File: config.mk
export PLATFORM = sky130hd
export DESIGN_NAME = uart_tx_fifo_flat
export DESIGN_NICKNAME = d
export VERILOG_FILES = /design/src/rtl/uart_tx_fifo_if.sv /design/src/rtl/uart_tx_fifo.sv /design/src/flat_wrapper.sv
export SDC_FILE = /design/constraint.sdc
export NUM_CORES = 1
export LEC_CHECK = 0
export ABC_AREA = 1
export BUFFER_PORTS_ARGS = -buffer_cell sky130_fd_sc_hd__buf_2
export CAP_MARGIN = 25
export CELL_PAD_IN_SITES_DETAIL_PLACEMENT = 1
export CELL_PAD_IN_SITES_GLOBAL_PLACEMENT = 1
export CORE_ASPECT_RATIO = 1.5
export CORE_MARGIN = 3
export CORE_UTILIZATION = 25
export DETAILED_ROUTE_END_ITERATION = 7
export GPL_ROUTABILITY_DRIVEN = 0
export PLACE_DENSITY_LB_ADDON = 0.08
export SYNTH_ARGS = -nofsm -noshare
export SYNTH_HDL_FRONTEND = slang
export SYNTH_SLANG_ARGS = --single-unit
File: constraint.sdc
create_clock -name clock -period 5.2 [get_ports clock]
set_input_delay 1.04 -clock clock [delete_from_list [all_inputs] [get_ports clock]]
set_output_delay 1.04 -clock clock [all_outputs]
set_load 0.1 [all_outputs]
File: src/rtl/uart_tx_fifo_if.sv
// Valid/ready word stream carrying words into uart_tx_fifo.
interface uart_tx_fifo_if #(
  parameter int unsigned DATA_BITS = 8
) ();
  logic [DATA_BITS-1:0] tdata;
  logic                 tvalid;
  logic                 tready;

  modport master (output tdata, output tvalid, input tready);
  modport slave  (input tdata, input tvalid, output tready);
endinterface

File: src/rtl/uart_tx_fifo.sv
// UART transmitter with a word FIFO in front: 5-8 data bits, optional parity, 1 or 2 stop bits.
// Frames are sent back to back while the FIFO holds words.
module uart_tx_fifo #(
  parameter int unsigned FREQUENCY = 50_000_000,
  parameter int unsigned BPS       = 115_200,
  parameter int unsigned DATA_BITS = 8,
  parameter int unsigned PARITY    = 0,
  parameter int unsigned STOP_BITS = 1,
  parameter int unsigned DEPTH     = 16
) (
  input  logic                   clock,
  input  logic                   reset_n,
  uart_tx_fifo_if.slave          s_if,
  output logic                   serial_out,
  output logic                   busy,
  output logic [$clog2(DEPTH):0] level
);

  localparam int unsigned Divisor = FREQUENCY / BPS;
  localparam int unsigned AddrW   = $clog2(DEPTH);
  localparam int unsigned TimerW  = (Divisor > 2) ? $clog2(Divisor) : 1;

  localparam logic [AddrW:0]    FullLevel = (AddrW + 1)'(DEPTH);
  localparam logic [TimerW-1:0] BitLast   = TimerW'(Divisor - 1);
  localparam logic [2:0]        DataLast  = 3'(DATA_BITS - 1);
  localparam logic [2:0]        StopLast  = 3'(STOP_BITS - 1);

  localparam logic [2:0] StIdle   = 3'd0;
  localparam logic [2:0] StStart  = 3'd1;
  localparam logic [2:0] StData   = 3'd2;
  localparam logic [2:0] StParity = 3'd3;
  localparam logic [2:0] StStop   = 3'd4;

  if (DATA_BITS < 5 || DATA_BITS > 8) begin : gen_chk_data_bits
    $error("uart_tx_fifo: DATA_BITS must be 5..8");
  end
  if (PARITY > 2) begin : gen_chk_parity
    $error("uart_tx_fifo: PARITY must be 0, 1 or 2");
  end
  if (STOP_BITS < 1 || STOP_BITS > 2) begin : gen_chk_stop_bits
    $error("uart_tx_fifo: STOP_BITS must be 1 or 2");
  end
  if (Divisor < 2) begin : gen_chk_divisor
    $error("uart_tx_fifo: FREQUENCY / BPS must be at least 2");
  end
  if (DEPTH < 2 || (DEPTH & (DEPTH - 1)) != 0) begin : gen_chk_depth
    $error("uart_tx_fifo: DEPTH must be a power of two, at least 2");
  end

  // FIFO
  logic [DATA_BITS-1:0] mem_q [DEPTH];
  logic [AddrW-1:0]     wr_ptr_q, rd_ptr_q;
  logic [AddrW:0]       count_q, count_d;
  logic                 push, pop, fifo_empty;
  logic [DATA_BITS-1:0] head;
  logic                 head_par;

  assign s_if.tready = (count_q != FullLevel);
  assign push        = s_if.tvalid && s_if.tready;
  assign fifo_empty  = (count_q == '0);
  assign head        = mem_q[rd_ptr_q];
  // Parity bit that brings the ones count of data+parity to odd (1) or even (2).
  assign head_par    = (PARITY == 1) ? ~^head : ^head;

  always_ff @(posedge clock) begin
    if (push) begin
      mem_q[wr_ptr_q] <= s_if.tdata;
    end
  end

  always_comb begin
    count_d = count_q;
    if (push && !pop) begin
      count_d = count_q + 1'b1;
    end else if (pop && !push) begin
      count_d = count_q - 1'b1;
    end
  end

  always_ff @(posedge clock or negedge reset_n) begin
    if (!reset_n) begin
      wr_ptr_q <= '0;
      rd_ptr_q <= '0;
      count_q  <= '0;
    end else begin
      if (push) wr_ptr_q <= wr_ptr_q + 1'b1;
      if (pop)  rd_ptr_q <= rd_ptr_q + 1'b1;
      count_q <= count_d;
    end
  end

  // Serialiser
  logic [2:0]           state_q, state_d;
  logic [TimerW-1:0]    timer_q, timer_d;
  logic [2:0]           bit_cnt_q, bit_cnt_d;
  logic [DATA_BITS-1:0] shift_q, shift_d;
  logic                 par_q, par_d;
  logic                 serial_q, serial_d;
  logic                 bit_end, load;

  assign bit_end = (timer_q == BitLast);

  always_comb begin
    state_d   = state_q;
    timer_d   = timer_q;
    bit_cnt_d = bit_cnt_q;
    shift_d   = shift_q;
    par_d     = par_q;
    serial_d  = serial_q;
    load      = 1'b0;
    pop       = 1'b0;

    if (state_q != StIdle) begin
      timer_d = bit_end ? '0 : timer_q + 1'b1;
    end

    unique case (state_q)
      StIdle: begin
        load = !fifo_empty;
      end
      StStart: begin
        if (bit_end) begin
          state_d   = StData;
          bit_cnt_d = '0;
          serial_d  = shift_q[0];
        end
      end
      StData: begin
        if (bit_end) begin
          bit_cnt_d = '0;
          if (bit_cnt_q != DataLast) begin
            shift_d   = shift_q >> 1;
            serial_d  = shift_q[1];
            bit_cnt_d = bit_cnt_q + 1'b1;
          end else if (PARITY != 0) begin
            state_d  = StParity;
            serial_d = par_q;
          end else begin
            state_d  = StStop;
            serial_d = 1'b1;
          end
        end
      end
      StParity: begin
        if (bit_end) begin
          state_d   = StStop;
          bit_cnt_d = '0;
          serial_d  = 1'b1;
        end
      end
      StStop: begin
        if (bit_end) begin
          if (bit_cnt_q != StopLast) begin
            bit_cnt_d = bit_cnt_q + 1'b1;
          end else if (!fifo_empty) begin
            load = 1'b1;
          end else begin
            state_d = StIdle;
          end
        end
      end
      default: begin
        state_d  = StIdle;
        timer_d  = '0;
        serial_d = 1'b1;
      end
    endcase

    // Next frame starts straight from idle or from the last stop bit.
    if (load) begin
      pop      = 1'b1;
      shift_d  = head;
      par_d    = head_par;
      serial_d = 1'b0;
      state_d  = StStart;
      timer_d  = '0;
    end
  end

  always_ff @(posedge clock or negedge reset_n) begin
    if (!reset_n) begin
      state_q   <= StIdle;
      timer_q   <= '0;
      bit_cnt_q <= '0;
      shift_q   <= '0;
      par_q     <= 1'b0;
      serial_q  <= 1'b1;
    end else begin
      state_q   <= state_d;
      timer_q   <= timer_d;
      bit_cnt_q <= bit_cnt_d;
      shift_q   <= shift_d;
      par_q     <= par_d;
      serial_q  <= serial_d;
    end
  end

  assign serial_out = serial_q;
  assign level      = count_q;
  assign busy       = !fifo_empty || (state_q != StIdle);

endmodule

File: src/flat_wrapper.sv
// flat-port wrapper written by rule: the top's interface ports become plain ports
module uart_tx_fifo_flat 
#(
  parameter int unsigned FREQUENCY = 50_000_000,
  parameter int unsigned BPS       = 115_200,
  parameter int unsigned DATA_BITS = 8,
  parameter int unsigned PARITY    = 0,
  parameter int unsigned STOP_BITS = 1,
  parameter int unsigned DEPTH     = 16
)
  (clock, reset_n, serial_out, busy, level, s_if_tdata, s_if_tvalid, s_if_tready);
  uart_tx_fifo_if #(.DATA_BITS(DATA_BITS)) s_if_i ();
  input  logic clock;
  input  logic reset_n;
  output logic serial_out;
  output logic busy;
  output logic [$clog2(DEPTH):0] level;
  input wire logic [$bits(s_if_i.tdata)-1:0] s_if_tdata;
  input wire logic [$bits(s_if_i.tvalid)-1:0] s_if_tvalid;
  output wire logic [$bits(s_if_i.tready)-1:0] s_if_tready;
  assign s_if_i.tdata = s_if_tdata;
  assign s_if_i.tvalid = s_if_tvalid;
  assign s_if_tready = s_if_i.tready;
  uart_tx_fifo #(.FREQUENCY(FREQUENCY), .BPS(BPS), .DATA_BITS(DATA_BITS), .PARITY(PARITY), .STOP_BITS(STOP_BITS), .DEPTH(DEPTH)) u_core (.clock(clock), .reset_n(reset_n), .s_if(s_if_i), .serial_out(serial_out), .busy(busy), .level(level));
endmodule
; Yosys cells after proc, flatten, opt, wreduce, memory -nomap -nowiden
; Memory sizes are Yosys's and may differ from the RTL's.
; Cells that the tools add are included.
[word_totals]
n_memories = 1
ramBits = 128
elab_cells = 97
in_bits = 11
out_inout_bits = 8
reg_bits = 37
[op_classes]
eq_ne = 21
muxes = 38
add_sub_neg = 6
n_reduce_logical = 23
[mem_list]
columns = name, depth, width, rd, rd_ports_with_merged_regs, wr, line_no
row1 = u_core.mem_q, 16, 8, 1, 0, 1, uart_tx_fifo.sv:51  ; logic [DATA_BITS-1:0] mem_q [DEPTH];
[ops]
columns = op, count
row1 = 3-bit two-way mux, 13
row2 = 9-bit two-way mux, 4
row3 = 8-bit two-way mux, 4
row4 = "3-bit by 1-bit != test with 1-bit output, second input constant", 6
row5 = 3-bit one-hot mux with 5 select lines, 1
row6 = "2-bit by 1-bit != test with 1-bit output, second input constant", 6
row7 = 1-bit two-way mux, 11
row8 = 5-bit two-way mux, 2
row9 = "9-bit by 1-bit adder with 9-bit output, second input constant", 1
row10 = "9-bit equality test, second input constant", 1
row11 = 3-bit one-hot mux with 3 select lines, 1
row12 = 3-bit nonzero test, 3
row13 = "4-bit by 1-bit adder with 4-bit output, second input constant", 2
row14 = 8-bit AND reduction, 1
row15 = 2-bit nonzero test, 4
row16 = "3-bit by 2-bit equality test with 1-bit output, second input constant", 2
row17 = "3-bit by 2-bit != test with 1-bit output, second input constant", 2
row18 = "5-bit by 1-bit adder with 5-bit output, second input constant", 1
row19 = 5-bit logical NOT, 1
row20 = "5-bit != test, second input constant", 1
row21 = 5-bit AND reduction, 1
row22 = 5-bit OR reduction, 1
row23 = "5-bit by 1-bit subtractor with 5-bit output, second input constant", 1
row24 = 1-bit one-hot mux with 4 select lines, 1
row25 = other kinds (12), 17

; Depth between registers and ports, before layout
; Gate-level depths: netlist (run 1).
[logic_depth]
word_depth = 9
mapped_depth = 19
depth_no_buf = 18

; Worst setup path after synthesis (run 1)
; OpenSTA, ideal clock, no wires.
[synth_timing]
path_type = register -> register
from = register u_core.count_q[4], in the netlist u_core.level[4]
to = register u_core.count_q[4], in the netlist u_core.level[4]
synth_period_minus_slack_ns = 3.856
path_stages_with_launch = 13
setup_time_ns = 0.122
arrival_time_ns = 3.734
required_time_ns = 5.078
slack_ns = 1.344
n_path_buf = 0
path_cell_list = dfrtp_1 > nand3_1 > nand2_1 > clkinv_1 > ha_1 > inv_1 > ha_1 > a21oi_1 > o21bai_1 > a21oi_1 > o21ai_0 > nand2_1 > nand2_1
[synth_via]
elab_cells_between_ends = 18
classes_between = add/sub: 2 / eq/ne: 1 / mux: 7 / reduce/logical: 8
[synth_lines]
columns = element, line_no
row1 = from (decl), uart_tx_fifo.sv:53  ; logic [AddrW:0] count_q, count_d;
row2 = from (signal assigned), uart_tx_fifo.sv:88  ; count_q <= count_d;
row3 = 5-bit != test (*), uart_tx_fifo.sv:58  ; assign s_if.tready = (count_q != FullLevel);
row4 = net s_if_tready, flat_wrapper.sv:20  ; output wire logic [$bits(s_if_i.tready)-1:0] s_if_tready;
row5 = 1-bit logical AND (*), uart_tx_fifo.sv:59  ; assign push = s_if.tvalid && s_if.tready;
row6 = net u_core.push, uart_tx_fifo.sv:54  ; logic push, pop, fifo_empty;
row7 = 1-bit logical NOT, uart_tx_fifo.sv:75  ; end else if (pop && !push) begin
row8 = 1-bit logical AND, uart_tx_fifo.sv:75
row9 = 2-bit nonzero test (no line), --
; The timed path passes the listed nets; every way through them passes the cells marked *. The select of a mux whose other input is x is not followed.
; A chain may end at the register's enable or synchronous reset.

; Worst setup path in the final report (run 1)
[layout_timing]
from = register u_core.count_q[0], in the netlist u_core.level[0]
to = output port busy
[layout_via]
elab_chain_cells = 3
[layout_lines]
columns = element, line_no
row1 = 5-bit logical NOT, uart_tx_fifo.sv:60  ; assign fifo_empty = (count_q == '0);
row2 = 1-bit logical NOT, uart_tx_fifo.sv:200  ; assign busy = !fifo_empty || (state_q != StIdle);
row3 = 1-bit logical OR, uart_tx_fifo.sv:200
row4 = to (decl), flat_wrapper.sv:16  ; output logic busy;
; Every way passes these cells.

==> run metrics, run 1 <==
H-tree depth 4; FF+latch count, synth 165; most frequent cells in the layout sky130_fd_sc_hd__nand2_1 (229), sky130_fd_sc_hd__edfxtp_1 (128), sky130_fd_sc_hd__inv_1 (120); Adder-Cell Fraction of Synth Area 0.0252; vias in the first global route 5726; boundary pin count 19; DIE AREA between 30000 and 40000 sq um; library cells used by synthesis 36; Layout Nets ~830; post-detailed-route count of antenna-violating nets 0; Post-CTS Setup Bufs 0; via/cell ratio around 4.4; standard-cell row count 78; pin count of the biggest net entering global routing 67; peak supply drop ~0.19 mV; highest achievable clock rate roughly 320 MHz; power density over the cells 388 nW/um^2; Post-Synthesis Cell Area 7740 sq um; average instance area after synthesis about 9.7 sq um; startpoint types flop; Die X-Extent 150 um; ratio of final minimum period to clock period 0.600; slew of the pin with the lowest slew margin around 1000 ps; wire length of the first global-routing pass 34000 um; Critical Path AT 2080 ps; share of final-layout standard cells stronger than drive strength 1 0.0829; Detailed Route Iter0 Violations around 190; via count 5376; unrepaired setup endpoints after global routing false; buffers from clock root to sink, at most 2; quantity of hold-fixing buffers added after cts 0; Setup Total Neg Slack 0 ps; total setup violations reported at the end of the flow 0; DRC violation count after routing 0; Setup crit end kind primary output; Max Clock Skew roughly 14 ps; max-slew headroom at the worst pin 0.341; average wire length per cell after detail routing 18.1 um; main combinational cell family by area after synthesis simple AND/OR/NAND/NOR gates; number of warnings printed during yosys synthesis 0; proportion of synthesized chip area in sequential cells 0.617; status completed; critical path class flop to primary output; clock latency on the worst-skew pair 430 ps; leakage 3.68 nW; first-pass iteration count of the detailed router 4; simple-gate portion of the synthesized area 0.229; total CTS buffers 17; input/output buffers 18; total wirelength of the detailed-routed design 22000 um; layout overhead on the synthesized area 13.2%; Antenna diodes 0; final count of hold timing violations 0; total track usage 0.138; fillers 3491; most common cell after layout, fill and taps aside sky130_fd_sc_hd__nand2_1; time the final worst path needs with I/O delays and setup 3120 ps; placed wire-length estimate 14400 um; clock slew at the register clock pins of the worst setup and hold paths 70 ps; Clk Tree Root Cell sky130_fd_sc_hd__clkbuf_16; number of gates resized after CTS 0; grt ovf 0; number of maximum-capacitance constraint violations 0; final non-filler cell total 1220; TritonCTS sink count between 150 and 200; Min-Delay Path Class primary input to asynchronous set/reset pin; number of cells produced by synthesis 796; Die Y 221 um; fin. max-slew vios 0; required time at the endpoint of the critical path ~4200 ps; Core Region slightly above 30000 sq um; clock tree from TritonCTS built; maximum fanout encountered on the critical timing path 14; area of the multi-input gates around 2300 sq um; Post-Synth XOR/XNOR Area 0.00906; Post-Place Cells 1187; initial antenna violation count 0; sequential cell area 4770 sq um; multiplexer share of the synthesized area 0; Synth Area in Compound Gates 0.0369; Initial Util 0.255; nets in the synthesized netlist 822
-- kinds of logic (layout without fill, tap and decap cells) --
family | count (synthesis) | after routing
AO/OA/AOI/OAI | 45 | 45
XOR/XNOR | 8 | 8
adder cells (fa/ha/maj) | 15 | 15
buffers and inverters | 157 | 181
flip-flops | 165 | 165
AND/OR/NAND/NOR | 406 | 406
-- flip-flops by register name, indices dropped and copies added (netlist names) --
| register | count |
|---|---|
| u_core.level | 5 |
| u_core.wr_ptr_q | 4 |
| u_core.shift_q | 8 |
| u_core.rd_ptr_q | 4 |
| u_core.mem_q | 128 |
| u_core.timer_q | 9 |
| u_core.bit_cnt_q | 3 |
| u_core.state_q | 3 |
| u_core.serial_out | 1 |
-- power by group --
part	switching, W	internal [W]
clock	0.000520	0.000702
combinational	0.000430	0.000114
sequential	0.0000681	0.00156
-- path summary, 6_finish.rpt --
| kind | start | endpoint | slack [ps] | cells after the start |
|---|---|---|---|---|
| min in group clock | u_core.serial_out$_DFFE_PN1P_ | u_core.serial_out$_DFFE_PN1P_ | 460 | 2 |
| worst min register to register | u_core.serial_out$_DFFE_PN1P_ | u_core.serial_out$_DFFE_PN1P_ | 460 | 2 |
| max in group asynchronous | reset_n | u_core.serial_out$_DFFE_PN1P_ | 4310 | 2 |
| worst max register to register | u_core.timer_q[1]$_DFFE_PN0P_ | u_core.level[4]$_DFFE_PN0P_ | 2190 | 18 |
| worst min-delay path | reset_n | u_core.timer_q[3]$_DFFE_PN0P_ | 420 | 1 |
| worst max-delay path | u_core.level[0]$_DFFE_PN0P_ | busy | 2080 | 5 |
-- cell type report --
class / count / area share
inverters: 126 / 0.0540
flip-flops and latches: 165 / 0.545
well taps: 400 / 0.0572
clock buffers: 22 / 0.0507
repair buffers: 23 / 0.0160
multi-input cells: 474 / 0.265
clock inverters: 10 / 0.0123
-- metal layers --
| layer | vias to the layer above | part of all wire | track usage |
|---|---|---|---|
| li1 | 2611 | - | - |
| met1 | 2692 | 0.42 | 0.163 |
| met2 | 55 | 0.54 | 0.255 |
| met3 | 18 | 0.018 | 0.0234 |
| met4 | 0 | 0.014 | 0.0405 |
| met5 | - | 0 | 0 |
-- metrics by stage --
stage	hold WS, ps	util	total power [W]	setup WS [ps]	area (sq um)
after floorplan	492	-	0.00203	1340	7740
after global placement	455	0.270	0.00220	2190	8190
after detailed placement	457	0.270	0.00221	2130	8190
after CTS	468	0.288	0.00345	2010	8740
after global routing	390	0.289	0.00356	1860	8760
final	417	0.289	0.00340	2080	8760
-- critical path: stages (launching register included) --
cell and delay (ps):
sky130_fd_sc_hd__dfrtp_1 460, sky130_fd_sc_hd__nor2_1 200, sky130_fd_sc_hd__nand3_2 210, sky130_fd_sc_hd__nor2_4 260, sky130_fd_sc_hd__inv_2 180, sky130_fd_sc_hd__buf_2 330
-- cell usage after synthesis (all sizes together) --
| library cell | count | area share |
|---|---|---|
| nand3b | 1 | 0.00097 |
| inv | 123 | 0.060 |
| dfstp | 1 | 0.0034 |
| nor2 | 38 | 0.022 |
| xnor2 | 2 | 0.0023 |
| clkbuf | 7 | 0.0034 |
| nand4 | 2 | 0.0016 |
| o211ai | 8 | 0.0078 |
| o21bai | 2 | 0.0019 |
| xor2 | 6 | 0.0068 |
| o22ai | 2 | 0.0016 |
| fa | 1 | 0.0026 |
| buf | 24 | 0.019 |
| o21ai | 13 | 0.0084 |
| nand3 | 124 | 0.083 |
| ha | 14 | 0.023 |
| edfxtp | 128 | 0.50 |
| a21oi | 11 | 0.0086 |
| nand2 | 233 | 0.11 |
| o31ai | 8 | 0.0078 |
| dfrtp | 36 | 0.12 |
| nor4 | 1 | 0.00081 |
| clkinv | 3 | 0.0015 |
| nor3 | 3 | 0.0026 |
| a31oi | 1 | 0.00081 |
| and3 | 4 | 0.0032 |
Power figures use the tool's default switching activity.
==> run 2, diff against run 1 <==
==> constraint.sdc (replaced) <==
create_clock -name clock -period 3 [get_ports clock]
set_input_delay 0.6 -clock clock [delete_from_list [all_inputs] [get_ports clock]]
set_output_delay 0.6 -clock clock [all_outputs]
set_load 0.1 [all_outputs]
==> run 2 against run 1 <==
Net effect: power rose by 75%; worst setup slack worse by 1800 ps; global-route usage barely moved.
==> run metrics, run 2 (synthesis results as in run 1) <==
total wirelength of the detailed-routed design 22100 um (was 22000 um); startpoint types flop (unchanged); unrepaired setup endpoints after global routing false (unchanged); highest achievable clock rate 362 MHz; maximum fanout encountered on the critical timing path 14 (unchanged); clock latency on the worst-skew pair 440 ps (was 430 ps); critical path class flop to primary output (unchanged); Detailed Route Iter0 Violations 206 (was 189); H-tree depth 4 (unchanged); average wire length per cell after detail routing 17.9 um (was 18.1 um); power density over the cells 667 nW/um^2 (was 388 nW/um^2); most common cell after layout, fill and taps aside sky130_fd_sc_hd__nand2_1 (unchanged); Top reg by flops u_core.mem_q (unchanged); met3 demand-to-capacity share in global routing 0.0240 (was 0.0234); Setup Total Neg Slack 0 ps (unchanged); required time at the endpoint of the critical path 2400 ps (was 4160 ps); status completed (unchanged); sequential cell area 4780 sq um (was 4770 sq um); final count of hold timing violations 0 (unchanged); placed wire-length estimate 14700 um (was 14400 um); total CTS buffers 17 (unchanged); Post-CTS Setup Bufs 0 (unchanged); Clk Tree Root Cell sky130_fd_sc_hd__clkbuf_16 (unchanged); Initial Util 0.255 (unchanged); layout overhead on the synthesized area 15.3% (was 13.2%); Setup crit end kind primary output (unchanged); peak supply drop 0.414 mV (was 0.189 mV); via count 5458 (was 5376); post-detailed-route count of antenna-violating nets 0 (unchanged); buffers from clock root to sink, at most 2 (unchanged); Die X-Extent 150 um (unchanged); Die Y 221 um (unchanged); Antenna diodes 0 (unchanged); DRC violation count after routing 0 (unchanged); registers with the most flip-flops u_core.mem_q: 128 flops, u_core.timer_q: 9 flops, u_core.shift_q: 8 flops (unchanged); max-slew headroom at the worst pin 0.455 (was 0.341); Post-Place Cells 1204 (was 1187); met1 usage in global routing 0.169 (was 0.163); first-pass iteration count of the detailed router 4 (unchanged); Layout Nets 851 (was 833); fin. max-slew vios 0 (unchanged); area of the multi-input gates 2330 sq um (was 2320 sq um); pin count of the biggest net entering global routing 67 (unchanged); input/output buffers 18 (unchanged); time the final worst path needs with I/O delays and setup 2760 ps; busiest metal layer after global routing met2 (unchanged); final non-filler cell total 1237 (was 1220); most frequent cells in the layout sky130_fd_sc_hd__nand2_1 (229), sky130_fd_sc_hd__edfxtp_1 (128), sky130_fd_sc_hd__inv_1 (119) (was sky130_fd_sc_hd__nand2_1 (229), sky130_fd_sc_hd__edfxtp_1 (128), sky130_fd_sc_hd__inv_1 (120)); fillers 3491 (unchanged); clock slew at the register clock pins of the worst setup and hold paths 60 ps (was 70 ps); leakage 3.77 nW (was 3.68 nW); number of maximum-capacitance constraint violations 0 (unchanged); TritonCTS sink count 165 (unchanged); share of final-layout standard cells stronger than drive strength 1 0.109 (was 0.0829); total setup violations reported at the end of the flow 0 (unchanged); ratio of final minimum period to clock period 0.920; boundary pin count 19 (unchanged); slew of the pin with the lowest slew margin 817 ps (was 985 ps); Core Region 30400 sq um (unchanged); clock tree from TritonCTS built (unchanged); via/cell ratio 4.41 (about the same); standard-cell row count 78 (unchanged); worst hold path stage count 2; Min-Delay Path Class flop to flop (was primary input to asynchronous set/reset pin); DIE AREA 33100 sq um (unchanged); grt ovf 0 (unchanged); wire length of the first global-routing pass 34200 um (was 34000 um); GRT met2 Usage 0.244 (was 0.255); vias in the first global route 5744 (was 5726); cell depth of the worst flop-to-flop path 18 (unchanged); Max Clock Skew 8.00 ps (was 14.0 ps); max FFs per register 128 (unchanged); Critical Path AT 2160 ps (was 2080 ps); total track usage 0.139 (was 0.138); initial antenna violation count 0 (unchanged)
## run 2: final cells by class
class                   instances  share of cell area
flip-flops and latches        165               0.536
clock buffers                  20              0.0489
repair buffers                 41              0.0325
multi-input cells             474               0.261
clock inverters                11              0.0125
inverters                     126              0.0530
well taps                     400              0.0561
## run 2: worst paths after layout
kind                                               start                            end  slack [ps]
setup / recovery             u_core.level[1]$_DFFE_PN0P_                           busy         240
hold / removal             u_core.serial_out$_DFFE_PN1P_  u_core.serial_out$_DFFE_PN1P_         460
setup reg to reg           u_core.timer_q[1]$_DFFE_PN0P_    u_core.level[4]$_DFFE_PN0P_         350
hold reg to reg            u_core.serial_out$_DFFE_PN1P_  u_core.serial_out$_DFFE_PN1P_         460
max in group asynchronous                        reset_n  u_core.serial_out$_DFFE_PN1P_        2030
min in group asynchronous                        reset_n  u_core.timer_q[3]$_DFFE_PN0P_         490
## run 2: metal layers
layer	routed length, um	vias up
li1	-	2648
met1	9810	2734
met2	11500	57
met3	384	19
met4	477	0
met5	0	-
## run 2: what timing repair did
action                                 in CTS  in global routing
setup endpoints to repair                   0                  1
endpoints found under the hold margin       0                  2
hold buffers                                0                  1
gates resized for setup                     0                  1
## run 2: report_power, final
| group | internal, W | switching, W | total (W) |
|---|---|---|---|
| Clock | 0.00121 | 0.000911 | 0.00212 |
| Sequential | 0.00271 | 0.000115 | 0.00283 |
| Combinational | 0.000231 | 0.000772 | 0.00100 |
| Total | 0.00415 | 0.00180 | 0.00595 |
## run 2: stage by stage
step	worst slack, ps	hold slack (ps)	power [W]	utilization	area, sq um
floorplan	0.399	304	0.00353	-	7750
global placement	333	448	0.00385	0.275	8340
detailed placement	284	458	0.00389	0.275	8340
CTS	164	335	0.00605	0.293	8890
global route	41.1	486	0.00624	0.294	8920
finish	239	463	0.00595	0.294	8920
## run 2: critical path, stage by stage (launching register included)
cell and delay [ps]:
sky130_fd_sc_hd__dfrtp_2 450, sky130_fd_sc_hd__nor2_1 280, sky130_fd_sc_hd__nand3_2 230, sky130_fd_sc_hd__nor2_4 250
sky130_fd_sc_hd__inv_2 180, sky130_fd_sc_hd__buf_2 330
==> run 3, diff against run 2 <==
--- a/config.mk
+++ b/config.mk
@@ -13,8 +13,10 @@
 export CORE_ASPECT_RATIO = 1.5
 export CORE_MARGIN = 3
 export CORE_UTILIZATION = 25
+export CTS_CLUSTER_DIAMETER = 60
 export DETAILED_ROUTE_END_ITERATION = 7
 export GPL_ROUTABILITY_DRIVEN = 0
+export GPL_TIMING_DRIVEN = 0
 export PLACE_DENSITY_LB_ADDON = 0.08
 export SYNTH_ARGS = -nofsm -noshare
 export SYNTH_HDL_FRONTEND = slang
==> run 3 against run 2 <==
Net effect: sequential power hardly changed; non-clock buffer count increased by 15; first-iteration DRC count up 7.8%; count of clock-buffer cells in the layout rose by 2; combinational power hardly changed; critical path depth grew 1; sequential share of layout area shrank 0.62 points.
==> run metrics, run 3 (synthesis results as in run 1) <==
Layout Nets 866 (was 851); max FFs per register 128 (unchanged); registers with the most flip-flops u_core.mem_q: 128 flops, u_core.timer_q: 9 flops, u_core.shift_q: 8 flops (unchanged); Setup crit end kind primary output (unchanged); input/output buffers 18 (unchanged); switching portion of total power 0.301 (was 0.302); ratio of final minimum period to clock period 0.935 (was 0.920); register-to-register setup slack 260 ps (was 350 ps); highest achievable clock rate 357 MHz (was 362 MHz); first-pass iteration count of the detailed router 4 (unchanged); most frequent cells in the layout sky130_fd_sc_hd__nand2_1 (229), sky130_fd_sc_hd__edfxtp_1 (128), sky130_fd_sc_hd__inv_1 (120) (was sky130_fd_sc_hd__nand2_1 (229), sky130_fd_sc_hd__edfxtp_1 (128), sky130_fd_sc_hd__inv_1 (119)); Antenna diodes 0 (unchanged); time the final worst path needs with I/O delays and setup 2800 ps (was 2760 ps); status completed (unchanged); clock slew at the register clock pins of the worst setup and hold paths 60 ps (about the same); slew of the pin with the lowest slew margin 1040 ps (was 817 ps); total track usage 0.149 (was 0.139); leakage 3.83 nW (was 3.77 nW); total CTS buffers 17 (unchanged); maximum fanout encountered on the critical timing path 10 (was 14); buffers from clock root to sink, at most 2 (unchanged); average wire length per cell after detail routing 19.1 um (was 17.9 um); internal power 0.00427 W (was 0.00415 W); FF-to-FF End u_core.level[4]$_DFFE_PN0P_ (unchanged); grt ovf 0 (unchanged); Initial Util 0.255 (unchanged); quantity of hold-fixing buffers added after cts 0 (unchanged); Critical Path AT 2200 ps (was 2160 ps); H-tree depth 4 (unchanged); clock tree from TritonCTS built (unchanged); portion of total power attributed to sequential cells 0.465 (was 0.475); DRC violation count after routing 0 (unchanged); final hold slack 10.3 ps (was 463 ps); layout overhead on the synthesized area 16.7% (was 15.3%); Die X-Extent 150 um (unchanged); power density over the cells 676 nW/um^2 (was 667 nW/um^2); pin count of the biggest net entering global routing 38 (was 67); final non-filler cell total 1253 (was 1237); max-slew headroom at the worst pin 0.307 (was 0.455); fraction of power consumed by the clock network 0.370 (was 0.356); wire length of the first global-routing pass 36100 um (was 34200 um); TritonCTS sink count 165 (unchanged); Detailed Route Iter0 Violations 222 (was 206); switching power summed over all nets 0.00184 W (was 0.00180 W); most common cell after layout, fill and taps aside sky130_fd_sc_hd__nand2_1 (unchanged); share of final-layout standard cells stronger than drive strength 1 0.121 (was 0.109); Max Clock Skew 9.47 ps (was 8.00 ps); via count 5528 (was 5458); placed wire-length estimate 17200 um (was 14700 um); cell depth of the worst flop-to-flop path 18 (unchanged); Clk Tree Root Cell sky130_fd_sc_hd__clkbuf_16 (unchanged); Setup Total Neg Slack 0 ps (unchanged); final count of hold timing violations 0 (unchanged); standard-cell row count 78 (unchanged); required time at the endpoint of the critical path 2400 ps (about the same); critical path startpoint u_core.level[1]$_DFFE_PN0P_ (unchanged); Min-Delay Path Class primary input to asynchronous set/reset pin (was flop to flop); number of maximum-capacitance constraint violations 0 (unchanged); Post-Place Cells 1215 (was 1204); via/cell ratio 4.41 (about the same); start of the worst register-to-register path u_core.timer_q[0]$_DFFE_PN0P_ (was u_core.timer_q[1]$_DFFE_PN0P_); Top reg by flops u_core.mem_q (unchanged); clock latency on the worst-skew pair 440 ps (about the same); peak supply drop 0.336 mV (was 0.414 mV); capturing element of the worst setup path busy (unchanged); total wirelength of the detailed-routed design 23900 um (was 22100 um); combinational share of power 0.165 (was 0.169); initial antenna violation count 0 (unchanged); post-detailed-route count of antenna-violating nets 0 (unchanged); vias in the first global route 5877 (was 5744); Die Y 221 um (unchanged); boundary pin count 19 (unchanged); DIE AREA 33100 sq um (unchanged); total setup violations reported at the end of the flow 0 (unchanged); fin. max-slew vios 0 (unchanged); startpoint types flop (unchanged); Core Region 30400 sq um (unchanged); critical path class flop to primary output (unchanged)
[run 3: per-layer routing]
metal,global-route usage,vias up,part of all wire
met4,0.0431,0,0.018
met5,0,-,0
met3,0.0285,20,0.018
met2,0.281,47,0.55
li1,-,2681,-
met1,0.167,2780,0.41
[run 3: worst min-delay path by stage]
stage / from / endpoint / cells after the start
floorplan: reset_n / u_core.bit_cnt_q[0]$_DFFE_PN0P_ / 0
global placement: u_core.serial_out$_DFFE_PN1P_ / u_core.serial_out$_DFFE_PN1P_ / 2
detailed placement: u_core.serial_out$_DFFE_PN1P_ / u_core.serial_out$_DFFE_PN1P_ / 2
CTS: reset_n / u_core.timer_q[0]$_DFFE_PN0P_ / 1
global route: reset_n / u_core.timer_q[5]$_DFFE_PN0P_ / 1
finish: reset_n / u_core.timer_q[0]$_DFFE_PN0P_ / 1
[run 3: cell type report]
class / instances / area, sq um
clock buffers: 22 / 454
well taps: 400 / 500
multi-input cells: 474 / 2350
inverters: 126 / 473
flip-flops and latches: 165 / 4780
fillers: 3489 / 21300
repair buffers: 25 / 159
plain buffers: 31 / 176
clock inverters: 10 / 134
[run 3: worst max-delay path, stage by stage (launching register included)]
cell and delay [ps]:
sky130_fd_sc_hd__dfrtp_2 460, sky130_fd_sc_hd__nor2_1 260, sky130_fd_sc_hd__nand3_2 230, sky130_fd_sc_hd__nor2_4 250
sky130_fd_sc_hd__inv_2 110, sky130_fd_sc_hd__buf_6 160, sky130_fd_sc_hd__buf_2 290
[run 3: repair_timing]
item,CTS,global route
endpoints found under the setup margin,0,1
buffers inserted,0,4
gates resized for setup,0,5
endpoints found under the hold margin,0,0
[run 3: through the flow]
step           setup WS (ps)  utilization  instance area (sq um)  power, W
4_1_cts                 18.5        0.295                   8940   0.00616
2_1_floorplan          0.399            -                   7750   0.00353
6_report                 196        0.297                   9020   0.00610
3_5_place_dp            29.1        0.275                   8360   0.00388
5_1_grt                -11.1        0.297                   9020   0.00638
3_3_place_gp            92.1        0.275                   8350   0.00383
[run 3: power by group through the flow]
stage	sequential, W	combinational, W	clock, W
floorplan	0.00309	0.000437	0
global placement	0.00287	0.000953	0
detailed placement	0.00289	0.000994	0
CTS	0.00284	0.000996	0.00233
global route	0.00286	0.00110	0.00242
finish	0.00284	0.00100	0.00226
